[src/rtl/decode_pkg.sv]
// Shared decode-stage constants: producer latencies, latency type, zero register.
package decode_pkg;

  localparam int unsigned LAT_W = 3;

  typedef logic [LAT_W-1:0] lat_t;

  localparam lat_t LAT_ALU  = 3'd1;
  localparam lat_t LAT_LOAD = 3'd2;
  localparam lat_t LAT_MUL  = 3'd4;
  localparam lat_t LAT_COPR = 3'd1;

  localparam int unsigned REG_ZERO = 0;

endpackage

[src/rtl/decode_scoreboard_if.sv]
// Decode <-> scoreboard bundle: instruction operands, pipeline controls, hazard results.
interface decode_scoreboard_if #(
  parameter int unsigned REG_ADDR_WIDTH = 5,
  parameter int unsigned NUM_REGS       = 1 << REG_ADDR_WIDTH,
  parameter int unsigned LAT_WIDTH      = 3,
  parameter int unsigned NUM_SRC        = 2
);
  localparam int unsigned STALL_CNT_W = 16;

  logic                             i_valid;
  logic [NUM_SRC-1:0]               i_src_en;
  logic [NUM_SRC*REG_ADDR_WIDTH-1:0] i_src_addr;
  logic                             i_dst_en;
  logic [REG_ADDR_WIDTH-1:0]        i_dst_addr;
  logic [LAT_WIDTH-1:0]             i_dst_lat;
  logic                             i_hold;
  logic                             i_kill;
  logic                             i_flush;
  logic                             o_stall;
  logic                             o_issue;
  logic [NUM_SRC-1:0]               o_src_fwd;
  logic [NUM_REGS-1:0]              o_busy_mask;
  logic [STALL_CNT_W-1:0]           o_stall_cnt;

  // Decode side: presents the instruction, observes the verdict.
  modport master (
    output i_valid, i_src_en, i_src_addr, i_dst_en, i_dst_addr, i_dst_lat,
           i_hold, i_kill, i_flush,
    input  o_stall, o_issue, o_src_fwd, o_busy_mask, o_stall_cnt
  );

  // Scoreboard side.
  modport slave (
    input  i_valid, i_src_en, i_src_addr, i_dst_en, i_dst_addr, i_dst_lat,
           i_hold, i_kill, i_flush,
    output o_stall, o_issue, o_src_fwd, o_busy_mask, o_stall_cnt
  );

endinterface

[src/rtl/decode_scoreboard_sb_entry.sv]
// One register's pending-write countdown: load on issue, decrement per free cycle,
// clear on flush, freeze on hold.
module sb_entry #(
  parameter int unsigned LAT_WIDTH = 3
) (
  input  logic                 i_clk,
  input  logic                 i_arst_n,
  input  logic                 load,
  input  logic [LAT_WIDTH-1:0] load_val,
  input  logic                 flush,
  input  logic                 hold,
  output logic [LAT_WIDTH-1:0] cnt,
  output logic                 zero_c
);

  assign zero_c = (cnt == '0);

  // Flush beats everything; a new issue beats the decrement of the same entry.
  always_ff @(posedge i_clk or negedge i_arst_n) begin
    if (!i_arst_n) begin
      cnt <= '0;
    end else if (flush) begin
      cnt <= '0;
    end else if (!hold) begin
      if (load) begin
        cnt <= load_val;
      end else if (!zero_c) begin
        cnt <= cnt - LAT_WIDTH'(1);
      end
    end
  end

endmodule

[src/rtl/decode_scoreboard.sv]
// Decode-stage register scoreboard with per-register countdown counters.
// Optional macro DECODE_SB_FWD_EN: sources one cycle from ready take the bypass
// instead of stalling.
module decode_scoreboard
  import decode_pkg::*;
#(
  parameter int unsigned REG_ADDR_WIDTH = 5,
  parameter int unsigned NUM_REGS       = 1 << REG_ADDR_WIDTH,
  parameter int unsigned LAT_WIDTH      = LAT_W,
  parameter int unsigned NUM_SRC        = 2
) (
  input logic                i_clk,
  input logic                i_arst_n,
  decode_scoreboard_if.slave sb
);

`ifdef DECODE_SB_FWD_EN
  localparam int unsigned THR = 1;
`else
  localparam int unsigned THR = 0;
`endif
  localparam int unsigned STALL_CNT_W = 16;

  logic [NUM_REGS-1:0][LAT_WIDTH-1:0] cnt;
  logic [NUM_REGS-1:0]                zero_c;
  logic [NUM_SRC-1:0][LAT_WIDTH-1:0]  src_cnt;
  logic [LAT_WIDTH-1:0]               dst_cnt;
  logic [NUM_SRC-1:0]                 src_haz;
  logic [NUM_SRC-1:0]                 src_fwd;
  logic                               waw_haz;
  logic                               stall;
  logic                               issue;
  logic [STALL_CNT_W-1:0]             stall_cnt;

  // Register 0 is never pending.
  assign cnt[0]    = '0;
  assign zero_c[0] = 1'b1;

  // One countdown entry per tracked register.
  for (genvar r = 1; r < NUM_REGS; r++) begin : g_entry
    logic load_r;
    assign load_r = issue & sb.i_dst_en & (sb.i_dst_lat != '0)
                  & (sb.i_dst_addr == REG_ADDR_WIDTH'(r));
    sb_entry #(.LAT_WIDTH(LAT_WIDTH)) u_entry (
      .i_clk    (i_clk),
      .i_arst_n (i_arst_n),
      .load     (load_r),
      .load_val (sb.i_dst_lat),
      .flush    (sb.i_flush),
      .hold     (sb.i_hold),
      .cnt      (cnt[r]),
      .zero_c   (zero_c[r])
    );
  end

  // Counter value seen by each source operand.
  for (genvar k = 0; k < NUM_SRC; k++) begin : g_src
    assign src_cnt[k] = cnt[sb.i_src_addr[k*REG_ADDR_WIDTH +: REG_ADDR_WIDTH]];
  end

  assign dst_cnt = cnt[sb.i_dst_addr];

  // Source/WAW hazards, bypass select, stall and issue decisions.
  always_comb begin
    src_haz = '0;
    src_fwd = '0;
    for (int unsigned k = 0; k < NUM_SRC; k++) begin
      src_haz[k] = sb.i_valid & sb.i_src_en[k] & (src_cnt[k] > LAT_WIDTH'(THR));
`ifdef DECODE_SB_FWD_EN
      src_fwd[k] = sb.i_valid & sb.i_src_en[k] & ~sb.i_kill
                 & (src_cnt[k] == LAT_WIDTH'(1));
`endif
    end
    waw_haz = sb.i_valid & sb.i_dst_en & (dst_cnt > sb.i_dst_lat)
            & (sb.i_dst_addr != REG_ADDR_WIDTH'(REG_ZERO));
    stall   = ((|src_haz) | waw_haz) & ~sb.i_kill;
    issue   = sb.i_valid & ~stall & ~sb.i_hold & ~sb.i_kill;
  end

  // Saturating count of cycles lost to hazards while the pipe is moving.
  always_ff @(posedge i_clk or negedge i_arst_n) begin
    if (!i_arst_n) begin
      stall_cnt <= '0;
    end else if (stall && !sb.i_hold && (stall_cnt != '1)) begin
      stall_cnt <= stall_cnt + STALL_CNT_W'(1);
    end
  end

  assign sb.o_stall     = stall;
  assign sb.o_issue     = issue;
  assign sb.o_src_fwd   = src_fwd;
  assign sb.o_busy_mask = ~zero_c;
  assign sb.o_stall_cnt = stall_cnt;

endmodule

[src/flat_wrapper.sv]
// flat-port wrapper written by rule: the top's interface ports become plain ports
module decode_scoreboard_flat import decode_pkg::*;
#(
  parameter int unsigned REG_ADDR_WIDTH = 5,
  parameter int unsigned NUM_REGS       = 1 << REG_ADDR_WIDTH,
  parameter int unsigned LAT_WIDTH      = LAT_W,
  parameter int unsigned NUM_SRC        = 2
)
  (i_clk, i_arst_n, sb_i_valid, sb_i_src_en, sb_i_src_addr, sb_i_dst_en, sb_i_dst_addr, sb_i_dst_lat, sb_i_hold, sb_i_kill, sb_i_flush, sb_o_stall, sb_o_issue, sb_o_src_fwd, sb_o_busy_mask, sb_o_stall_cnt);
  decode_scoreboard_if #(.REG_ADDR_WIDTH(REG_ADDR_WIDTH), .NUM_REGS(NUM_REGS), .LAT_WIDTH(LAT_WIDTH), .NUM_SRC(NUM_SRC)) sb_i ();
  input logic i_clk;
  input logic i_arst_n;
  input wire logic [$bits(sb_i.i_valid)-1:0] sb_i_valid;
  input wire logic [$bits(sb_i.i_src_en)-1:0] sb_i_src_en;
  input wire logic [$bits(sb_i.i_src_addr)-1:0] sb_i_src_addr;
  input wire logic [$bits(sb_i.i_dst_en)-1:0] sb_i_dst_en;
  input wire logic [$bits(sb_i.i_dst_addr)-1:0] sb_i_dst_addr;
  input wire logic [$bits(sb_i.i_dst_lat)-1:0] sb_i_dst_lat;
  input wire logic [$bits(sb_i.i_hold)-1:0] sb_i_hold;
  input wire logic [$bits(sb_i.i_kill)-1:0] sb_i_kill;
  input wire logic [$bits(sb_i.i_flush)-1:0] sb_i_flush;
  output wire logic [$bits(sb_i.o_stall)-1:0] sb_o_stall;
  output wire logic [$bits(sb_i.o_issue)-1:0] sb_o_issue;
  output wire logic [$bits(sb_i.o_src_fwd)-1:0] sb_o_src_fwd;
  output wire logic [$bits(sb_i.o_busy_mask)-1:0] sb_o_busy_mask;
  output wire logic [$bits(sb_i.o_stall_cnt)-1:0] sb_o_stall_cnt;
  assign sb_i.i_valid = sb_i_valid;
  assign sb_i.i_src_en = sb_i_src_en;
  assign sb_i.i_src_addr = sb_i_src_addr;
  assign sb_i.i_dst_en = sb_i_dst_en;
  assign sb_i.i_dst_addr = sb_i_dst_addr;
  assign sb_i.i_dst_lat = sb_i_dst_lat;
  assign sb_i.i_hold = sb_i_hold;
  assign sb_i.i_kill = sb_i_kill;
  assign sb_i.i_flush = sb_i_flush;
  assign sb_o_stall = sb_i.o_stall;
  assign sb_o_issue = sb_i.o_issue;
  assign sb_o_src_fwd = sb_i.o_src_fwd;
  assign sb_o_busy_mask = sb_i.o_busy_mask;
  assign sb_o_stall_cnt = sb_i.o_stall_cnt;
  decode_scoreboard #(.REG_ADDR_WIDTH(REG_ADDR_WIDTH), .NUM_REGS(NUM_REGS), .LAT_WIDTH(LAT_WIDTH), .NUM_SRC(NUM_SRC)) u_core (.i_clk(i_clk), .i_arst_n(i_arst_n), .sb(sb_i));
endmodule
[config.mk]
export PLATFORM = sky130hd
export DESIGN_NAME = decode_scoreboard_flat
export DESIGN_NICKNAME = d
export VERILOG_FILES = /design/src/rtl/decode_pkg.sv /design/src/rtl/decode_scoreboard_if.sv /design/src/rtl/decode_scoreboard_sb_entry.sv /design/src/rtl/decode_scoreboard.sv /design/src/flat_wrapper.sv
export SDC_FILE = /design/constraint.sdc
export NUM_CORES = 1
export LEC_CHECK = 0
export BUFFER_PORTS_ARGS = -buffer_cell sky130_fd_sc_hd__buf_2
export CAP_MARGIN = 40
export CORE_UTILIZATION = 53
export DETAILED_ROUTE_END_ITERATION = 10
export PLACE_DENSITY = 0.72
export SLEW_MARGIN = 25
export SYNTH_ARGS = -nofsm -noshare
export SYNTH_HDL_FRONTEND = slang
export SYNTH_SLANG_ARGS = --single-unit
[constraint.sdc]
create_clock -name i_clk -period 4.4 [get_ports i_clk]
set_clock_uncertainty 0.1 [all_clocks]
set_input_delay 0.22 -clock i_clk [delete_from_list [all_inputs] [get_ports i_clk]]
set_output_delay 0.22 -clock i_clk [all_outputs]
set_load 0.1 [all_outputs]
==> results.txt, run 1 <==
Top Ports -> 79
Min Tclk post-route -> 4.24 ns
Yosys cell types -> 66
Vias/cell -> 6.86
Total Power -> 8.29 mW
CP peak stage delay -> 0.49 ns
Post-synth EDFFs -> 0
Global-route wire length before repair -> 47300 µm
Overall routed net length -> 30200 µm
Crit start category -> register
Layout cells sized above 1 -> 16.1%
DIE HEIGHT -> 136 µm
Post-route ant nets -> 0
Max VDD drop -> 0.000621 V
Placed Area -> 10200 µm²
Placer Congestion -> 1.01
Post-DP HPWL -> 21800 µm
Worst hold slack -> 0.174 ns
Clock Sinks -> 109
Clock tree buffer depth -> 2
Critical path class -> register to primary output
Worst skew pair latency -> 0.38 ns
Antenna violations before repair -> 0
Seq/Total Area, Yosys -> 28.7%
Number of global-route vias before repair -> 8645
ANT cells -> 0
Die footprint -> 18500 µm²
Total GRT Usage -> 33.3%
Largest net degree at the start of global routing -> 67
Fin Setup TNS -> 0 ns
Lkg Pwr -> 4.58 nW
Finished Cell Area -> 10500 µm²
Most frequent cells in the layout -> 132 x inv_1, 109 x dfrtp_1, 96 x nand2_1
Area growth from synthesis to layout -> 10.4%
Residual DRC -> 0
Cell Chain, Critical Path -> mux4_2, mux4_2, nor2_1, nor2_1, ha_1, nor2b_1, o21a_1, o221ai_1, nand3_1, o22ai_4, buf_12, and2_4, and3_2, buf_12
HP Class -> input port to asynchronous set/reset pin
Fin worst setup slack -> 0.159 ns
CP arrival -> 3.92 ns
CTS tree -> done
Chip Width -> 136 µm
FF+latch count, synth -> 109
H-tree levels -> 3
Core Area -> 17400 µm²
RSZ-0062 raised after global routing -> no
Crit path max fanout -> 15
Final hold viol count -> 0
Post-CTS setup buffers -> 0
YS warnings -> 0
Nets@finish -> 1242
Clock transition at path regs -> 0.08 ns
Status -> completed
Max-Cap Viols -> 0
Avg Inst Size Synth -> 8.62 µm²
Period utilisation layout -> 96.4%
CP max-delay cell -> mux4_2
Worst slew pin tran -> 0.753 ns
Final Core Density -> 60.3%
Fin cells -> 1379
Max-slew violation count -> 0
Most common cell after layout, fill and taps aside -> inv_1
F_max -> 236 MHz
Top FF cell, synth -> dfrtp_1
Vias -> 9466
Ys async rst share -> 100%
Post-Syn Instances -> 1103
DR WL/cell -> 21.9 µm
Grt total ovfl -> 0
Crit. End Element -> primary output
DR pass1 iterations -> 5
Slew margin rel. -> 49.7%
Data required time of the worst path -> 4.08 ns
Cts bufs inserted -> 9
Input/output buffers -> 75
DP Cell Count -> 1361
Synthesized area -> 9510 µm²
Pre-CTS setup slack -> 0.0838 ns
Final setup fails -> 0
Initial DRC count -> 1048
Rows -> 48
Clk Tree Root Cell -> clkbuf_16
Initial Util -> 54.6%
Cell Pwr Density -> 789 nW/µm²
power by group:
part / switching, mW / internal, mW
logic: 3.98 / 1.57
registers: 0.507 / 1.35
clock network: 0.466 / 0.418
Yosys cell counts, types with 6 or more instances:
cell type / number / area [µm²]
a311oi_1: 6 / 52.6
ha_1: 66 / 826
nor3_1: 88 / 440
buf_2: 9 / 45.0
nor4_1: 46 / 288
o221ai_1: 62 / 543
nand2b_1: 6 / 37.5
nand4_1: 24 / 150
mux2i_1: 24 / 240
buf_1: 7 / 26.3
nand2_1: 96 / 360
clkbuf_1: 46 / 173
inv_1: 132 / 495
and3_1: 18 / 113
xnor2_1: 12 / 105
buf_4: 6 / 45.0
mux4_2: 31 / 698
o21ai_0: 52 / 260
dfrtp_1: 109 / 2730
nor2_1: 58 / 218
a31oi_1: 19 / 119
nand4_2: 6 / 75.1
nand3_1: 26 / 130
nand4_4: 10 / 213
nor4b_1: 9 / 78.8
a22oi_1: 14 / 105
a211oi_1: 22 / 165
a21oi_1: 26 / 130
critical path, delay by kind of cell (launching register included):
family | cells | cell delay [ns]
muxes | 2 | 0.96
and+or+nand+nor | 6 | 0.86
AOI/OAI and AO/OA | 3 | 0.60
DFF | 1 | 0.45
buffers and inverters | 2 | 0.38
adders and majority gates | 1 | 0.29
logic make-up (layout without fill, tap and decap cells):
family,count (synthesis),after routing,share of synthesized area [%]
AND/OR/NAND/NOR,406,406,23.5
AO/OA/AOI/OAI,242,242,18.7
buffers and inverters,208,257,8.96
flip-flops,109,109,28.7
adder cells (fa/ha/maj),66,66,8.68
multiplexers,57,57,10.1
XOR/XNOR,14,14,1.29
other,1,3,0.0394
registers in the layout, summed over array words and instances (netlist names):
register	flops
u_core.g_entry.u_entry.cnt	93
u_core.sb.o_stall_cnt	16
final timing paths:
path                                              startpoint                                 to  slack [ns]  depth (start not counted)
max                        u_core.g_entry[10].u_entry.cnt[1]                         sb_o_issue        0.16                         14
min                                                 i_arst_n   u_core.g_entry[3].u_entry.cnt[1]        0.17                          2
max reg2reg                u_core.g_entry[10].u_entry.cnt[1]   u_core.g_entry[3].u_entry.cnt[2]        0.35                         14
min reg2reg                        u_core.sb.o_stall_cnt[11]          u_core.sb.o_stall_cnt[11]        0.39                          1
max in group asynchronous                           i_arst_n  u_core.g_entry[23].u_entry.cnt[2]        3.19                          3
min in group i_clk                                 sb_i_hold  u_core.g_entry[19].u_entry.cnt[0]        0.25                          3
cell type report:
type | instances | area (µm²)
fill | 1528 | 6920
multi-input combinational | 788 | 5950
sequential | 109 | 2730
timing repair buffer | 106 | 722
inverter | 135 | 507
tap | 225 | 282
clock buffer | 9 | 225
clock inverter | 7 | 88.8
repair_timing:
action	CTS	global route
gates resized for setup	0	1
hold buffers	1	0
endpoints found under the hold margin	69	0
setup endpoints to repair	0	1
per-layer routing:
layer | track usage (%) | vias up | wire length, µm | share of wire (%)
met1 | 44.1 | 4572 | 12300 | 41
met2 | 53.1 | 543 | 13800 | 46
met4 | 14.1 | 0 | 1190 | 4.0
met3 | 6.34 | 91 | 2820 | 9.3
li1 | - | 4260 | - | -
met5 | 0 | - | 0 | 0
Power figures use the tool's default switching activity.
==> inputs of run 2 (changes only) <==
CTS_BUF_LIST = sky130_fd_sc_hd__clkbuf_8   (was not set)
SETUP_SLACK_MARGIN = 0.1   (was not set)
==> run 2 against run 1 <==
Against the previous run: sequential share of layout area grew 0.15 points; combinational power is essentially flat; largest cell class unchanged; via count grew 0.22%.
==> results.txt, run 2 (synthesized netlist as in run 1, its figures left out) <==
Status -> completed (unchanged)
Max-Cap Viols -> 0 (unchanged)
Largest register FFs -> 93 (unchanged)
Slew margin rel. -> 49.6% (was 49.7%)
Min Tclk post-route -> 4.16 ns (was 4.24 ns)
Post-route ant nets -> 0 (unchanged)
CP top delay family -> multiplexers (unchanged)
Die footprint -> 18500 µm² (unchanged)
Cts bufs inserted -> 9 (unchanged)
Clock tree buffer depth -> 2 (unchanged)
Clk Tree Root Cell -> clkbuf_8 (was clkbuf_16)
CP peak stage delay -> 0.48 ns (was 0.49 ns)
Post-DP HPWL -> 21800 µm (unchanged)
DP Cell Count -> 1361 (unchanged)
Fin cells -> 1385 (was 1379)
Lkg Pwr -> 4.55 nW (was 4.58 nW)
Max-slew violation count -> 0 (unchanged)
Antenna violations before repair -> 1 (was 0)
Vias -> 9487 (was 9466)
Global-route wire length before repair -> 47100 µm (was 47300 µm)
CP arrival -> 3.84 ns (was 3.92 ns)
Final Core Density -> 60.0% (was 60.3%)
Rows -> 48 (unchanged)
Most flop-heavy register -> u_core.g_entry.u_entry.cnt (unchanged)
Largest net degree at the start of global routing -> 67 (unchanged)
Clock transition at path regs -> 0.12 ns (was 0.08 ns)
Final hold viol count -> 0 (unchanged)
Overall routed net length -> 30100 µm (was 30200 µm)
Layout cells sized above 1 -> 16.7% (was 16.1%)
Fin Setup TNS -> 0 ns (unchanged)
Residual DRC -> 0 (unchanged)
HP Class -> input port to asynchronous set/reset pin (unchanged)
Crit. End Element -> primary output (unchanged)
Fin worst setup slack -> 0.242 ns (was 0.159 ns)
Crit path max fanout -> 7 (was 15)
Chip Width -> 136 µm (unchanged)
Placer Congestion -> 1.01 (unchanged)
Nets@finish -> 1247 (was 1242)
Cell Chain, Critical Path -> mux4_2, mux4_2, nor2_1, nor2_1, ha_1, nor2b_1, o21a_1, o221ai_2, nand3_1, o22ai_4, buf_12, and2_4, and3_2, buf_12 (was mux4_2, mux4_2, nor2_1, nor2_1, ha_1, nor2b_1, o21a_1, o221ai_1, nand3_1, o22ai_4, buf_12, and2_4, and3_2, buf_12)
DR pass1 iterations -> 6 (was 5)
Pre-CTS setup slack -> 0.0838 ns (unchanged)
Worst slew pin tran -> 0.749 ns (was 0.753 ns)
Initial DRC count -> 1134 (was 1048)
Number of global-route vias before repair -> 8583 (was 8645)
Period utilisation layout -> 94.5% (was 96.4%)
Crit start category -> register (unchanged)
FILL cells -> 1540 (was 1528)
CTS tree -> done (unchanged)
Vias/cell -> 6.85 (was 6.86)
Grt total ovfl -> 0 (unchanged)
Worst skew pair latency -> 0.43 ns (was 0.38 ns)
DR WL/cell -> 21.7 µm (was 21.9 µm)
Area growth from synthesis to layout -> 9.88% (was 10.4%)
WP buf/inv -> 2 (unchanged)
Critical path class -> register to primary output (unchanged)
Data required time of the worst path -> 4.08 ns (about the same)
F_max -> 240 MHz (was 236 MHz)
Cell Pwr Density -> 775 nW/µm² (was 789 nW/µm²)
Total GRT Usage -> 33.2% (was 33.3%)
CP max-delay cell -> mux4_2 (unchanged)
RSZ-0062 raised after global routing -> no (unchanged)
Core Area -> 17400 µm² (unchanged)
Clock Sinks -> 109 (unchanged)
Worst hold slack -> 0.118 ns (was 0.174 ns)
Max VDD drop -> 0.000620 V (was 0.000621 V)
Initial Util -> 54.6% (unchanged)
Input/output buffers -> 75 (unchanged)
Final setup fails -> 0 (unchanged)
Most frequent cells in the layout -> 132 x inv_1, 107 x dfrtp_1, 96 x nand2_1 (was 132 x inv_1, 109 x dfrtp_1, 96 x nand2_1)
DIE HEIGHT -> 136 µm (unchanged)
H-tree levels -> 3 (unchanged)
Top Ports -> 79 (unchanged)
Most common cell after layout, fill and taps aside -> inv_1 (unchanged)
[run 2: layout make-up]
class	instances	area [µm²]	share of cell area [%]
multi-input combinational	788	5960	57.0
inverter	135	507	4.85
antenna	1	2.50	0.0239
clock buffer	9	124	1.19
timing repair buffer	111	759	7.27
clock inverter	7	88.8	0.850
sequential	109	2730	26.1
tap	225	282	2.69
[run 2: worst register-to-register path, stage by stage, from the launching register on]
cell,delay (ns)
dfrtp_1,0.47
mux4_2,0.49
mux4_2,0.47
nor2_1,0.10
nor2_1,0.06
ha_1,0.29
nor2b_1,0.14
o21a_1,0.17
o221ai_2,0.17
nand3_1,0.15
o22ai_4,0.22
buf_12,0.15
buf_4,0.14
buf_4,0.20
nand4_1,0.25
mux2i_1,0.28
a211oi_1,0.06
[run 2: where the power goes]
part	switching (mW)	total (mW)	internal (mW)	leakage [nW]
Combinational	3.98	5.56	1.58	2.97
Clock	0.443	0.682	0.239	0.109
Sequential	0.505	1.85	1.35	1.47
[run 2: layer usage]
metal  global-route usage (%)  vias up  wire [µm]
li1                         -     4279          -
met1                     44.6     4549      12300
met2                     52.2      548      13500
met3                     5.74      111       2810
met4                     15.4        0       1420
met5                        0        -          0
[run 2: final timing paths]
| check | from | to | slack, ns | cells after the start |
|---|---|---|---|---|
| worst max-delay path | u_core.g_entry[22].u_entry.cnt[1] | sb_o_issue | 0.24 | 14 |
| min in group i_clk | sb_i_hold | u_core.g_entry[19].u_entry.cnt[0] | 0.20 | 3 |
| max in group asynchronous | i_arst_n | u_core.g_entry[10].u_entry.cnt[1] | 3.20 | 3 |
| worst max register to register | u_core.g_entry[22].u_entry.cnt[1] | u_core.g_entry[6].u_entry.cnt[1] | 0.35 | 16 |
| worst min register to register | u_core.sb.o_stall_cnt[11] | u_core.sb.o_stall_cnt[11] | 0.40 | 1 |
| worst min-delay path | i_arst_n | u_core.g_entry[3].u_entry.cnt[0] | 0.12 | 2 |
[run 2: through the flow]
| step | power, mW | cell area [µm²] |
|---|---|---|
| 6_report | 8.09 | 10400 |
| 3_3_place_gp | 7.24 | 10100 |
| 4_1_cts | 8.01 | 10400 |
| 2_1_floorplan | 6.22 | 9520 |
| 3_5_place_dp | 7.32 | 10200 |
| 5_1_grt | 8.62 | 10400 |
[run 2: timing repair]
item	CTS	global route
buffers inserted	0	5
setup endpoints to repair	0	2
endpoints found under the hold margin	69	0
hold buffers	1	0
resized for setup	0	4
==> inputs of run 3 (changes only) <==
CTS_BUF_LIST = sky130_fd_sc_hd__clkbuf_4   (was sky130_fd_sc_hd__clkbuf_8)
==> run 3 against run 2 <==
Against the previous run: wire length up 1.1%; die area unchanged; flip-flop and latch count unchanged; final cell count up 0.51%; design area up 0.43%; non-clock buffer count up 7; worst setup slack worse by 0.094 ns.
==> results.txt, run 3 (synthesized netlist as in run 1, its figures left out) <==
Largest register FFs -> 93 (unchanged)
Clk Tree Root Cell -> clkbuf_4 (was clkbuf_8)
Min Tclk post-route -> 4.25 ns (was 4.16 ns)
Largest net degree at the start of global routing -> 67 (unchanged)
Most common cell after layout, fill and taps aside -> inv_1 (unchanged)
Number of global-route vias before repair -> 8594 (was 8583)
H-tree levels -> 3 (unchanged)
Grt total ovfl -> 0 (unchanged)
DR WL/cell -> 21.8 µm (was 21.7 µm)
Max VDD drop -> 0.000621 V (was 0.000620 V)
Initial DRC count -> 1106 (was 1134)
Cts bufs inserted -> 9 (unchanged)
Worst slew pin tran -> 0.768 ns (was 0.749 ns)
Lkg Pwr -> 4.57 nW (was 4.55 nW)
R2R Setup Slk -> 0.15 ns (was 0.35 ns)
DIE HEIGHT -> 136 µm (unchanged)
Worst skew pair latency -> 0.56 ns (was 0.43 ns)
Post-route ant nets -> 0 (unchanged)
Nets@finish -> 1254 (was 1247)
Crit. End Element -> register (was primary output)
Min-Delay Path Depth -> 3
Slew margin rel. -> 48.6% (was 49.6%)
Max-slew violation count -> 0 (unchanged)
Die footprint -> 18500 µm² (unchanged)
Reg-to-reg startpoint -> u_core.g_entry[11].u_entry.cnt[1] (was u_core.g_entry[22].u_entry.cnt[1])
Overall routed net length -> 30400 µm (was 30100 µm)
Most frequent cells in the layout -> 132 x inv_1, 109 x dfrtp_1, 96 x nand2_1 (was 132 x inv_1, 107 x dfrtp_1, 96 x nand2_1)
Input/output buffers -> 75 (unchanged)
Period utilisation layout -> 96.6% (was 94.5%)
Crit start category -> register (unchanged)
Initial Util -> 54.6% (unchanged)
Top Ports -> 79 (unchanged)
Residual DRC -> 0 (unchanged)
Max-Cap Viols -> 0 (unchanged)
Rows -> 48 (unchanged)
Worst Reg-to-Reg Cells -> 16 (unchanged)
RSZ-0062 raised after global routing -> yes (was no)
Clock transition at path regs -> 0.23 ns (was 0.12 ns)
Placed Area -> 10200 µm² (unchanged)
Layout cells sized above 1 -> 17.5% (was 16.7%)
Antenna violations before repair -> 1 (unchanged)
Core Area -> 17400 µm² (unchanged)
Worst hold slack -> 0.0510 ns (was 0.118 ns)
Worst Hold Path EP -> u_core.g_entry[19].u_entry.cnt[0]
Status -> completed (unchanged)
Placer Congestion -> 1.01 (unchanged)
Crit path max fanout -> 14 (was 7)
Hold Path Origin -> sb_i_hold
CP arrival -> 4.56 ns (was 3.84 ns)
Fin worst setup slack -> 0.148 ns (was 0.242 ns)
FILL cells -> 1551 (was 1540)
HP Class -> input port to register (was input port to asynchronous set/reset pin)
Post-DP HPWL -> 21800 µm (unchanged)
Critical path class -> register to register (was register to primary output)
F_max -> 235 MHz (was 240 MHz)
Clock tree buffer depth -> 2 (unchanged)
Finished Cell Area -> 10500 µm² (was 10400 µm²)
Vias -> 9474 (was 9487)
Data required time of the worst path -> 4.70 ns (was 4.08 ns)
Cell Pwr Density -> 766 nW/µm² (was 775 nW/µm²)
Chip Width -> 136 µm (unchanged)
Total Power -> 8.03 mW (was 8.09 mW)
Final hold viol count -> 0 (unchanged)
Vias/cell -> 6.81 (was 6.85)
CTS tree -> done (unchanged)
Most flop-heavy register -> u_core.g_entry.u_entry.cnt (unchanged)
Clock Sinks -> 109 (unchanged)
DR pass1 iterations -> 6 (unchanged)
Total GRT Usage -> 33.5% (was 33.2%)
Global-route wire length before repair -> 47400 µm (was 47100 µm)
RR Endpoint -> u_core.g_entry[13].u_entry.cnt[1] (was u_core.g_entry[6].u_entry.cnt[1])
Area growth from synthesis to layout -> 10.4% (was 9.88%)
Final setup fails -> 0 (unchanged)
Pre-CTS setup slack -> 0.0838 ns (unchanged)
## run 3: timing repair
| item | CTS | global route |
|---|---|---|
| setup buffers | 5 | 5 |
| gates resized for setup | 1 | 10 |
| pin swaps | 1 | 1 |
| endpoints found under the hold margin | 109 | 0 |
| cloned | 0 | 0 |
| hold buffers | 2 | 0 |
| setup endpoints to repair | 2 | 53 |
## run 3: area by class of cell
type	instances	area, µm²	share of cell area (%)
Clock inverter	7	88.8	0.847
Timing Repair Buffer	118	825	7.86
Multi-Input combinational cell	788	5990	57.1
Tap cell	225	282	2.68
Inverter	135	507	4.83
Antenna cell	1	2.50	0.0238
Clock buffer	9	67.6	0.644
Sequential cell	109	2730	26.0
## run 3: per-stage QoR
step / utilization [%] / TNS, ns / std cells
final: 60.3 / 0 / 1392
after global routing: 60.3 / -0.0126 / 1392
after CTS: 59.6 / 0 / 1384
after detailed placement: 58.3 / 0 / 1361
after global placement: 58.0 / 0 / 1358
after floorplan: - / 0 / 1105
## run 3: power breakdown
part / switching, mW / internal [mW] / total [mW]
registers: 0.499 / 1.35 / 1.84
clock network: 0.434 / 0.148 / 0.583
logic: 4.00 / 1.60 / 5.61
total: 4.94 / 3.10 / 8.03
## run 3: critical path, cell delays in order (launching register included)
cell	delay (ns)
dfrtp_1	0.48
mux4_2	0.48
mux4_2	0.48
nor2_1	0.12
nor2_1	0.06
ha_1	0.29
nor2b_1	0.14
o21a_1	0.17
o221ai_2	0.18
nand3_2	0.11
o22ai_4	0.21
buf_12	0.13
buf_4	0.27
buf_12	0.22
nand4_2	0.20
a31oi_2	0.30
o221ai_1	0.17
## run 3: worst max-delay path by stage
| stage | startpoint | endpoint | cells after the start |
|---|---|---|---|
| finish | u_core.g_entry[11].u_entry.cnt[1] | u_core.g_entry[13].u_entry.cnt[1] | 16 |
| global route | u_core.g_entry[13].u_entry.cnt[1] | u_core.g_entry[13].u_entry.cnt[1] | 16 |
| CTS | u_core.g_entry[8].u_entry.cnt[1] | sb_o_issue | 14 |
| detailed placement | sb_i_dst_addr[0] | u_core.g_entry[12].u_entry.cnt[0] | 17 |
| global placement | sb_i_dst_addr[0] | u_core.g_entry[1].u_entry.cnt[1] | 16 |
| floorplan | sb_i_dst_addr[0] | sb_o_stall | 13 |
## run 3: metal layers
layer / routed length, µm / up-vias / global-route usage [%]
li1: - / 4291 / -
met1: 12600 / 4530 / 44.7
met2: 13800 / 554 / 52.9
met3: 2700 / 99 / 5.85
met4: 1320 / 0 / 15.4
met5: 0 / - / 0
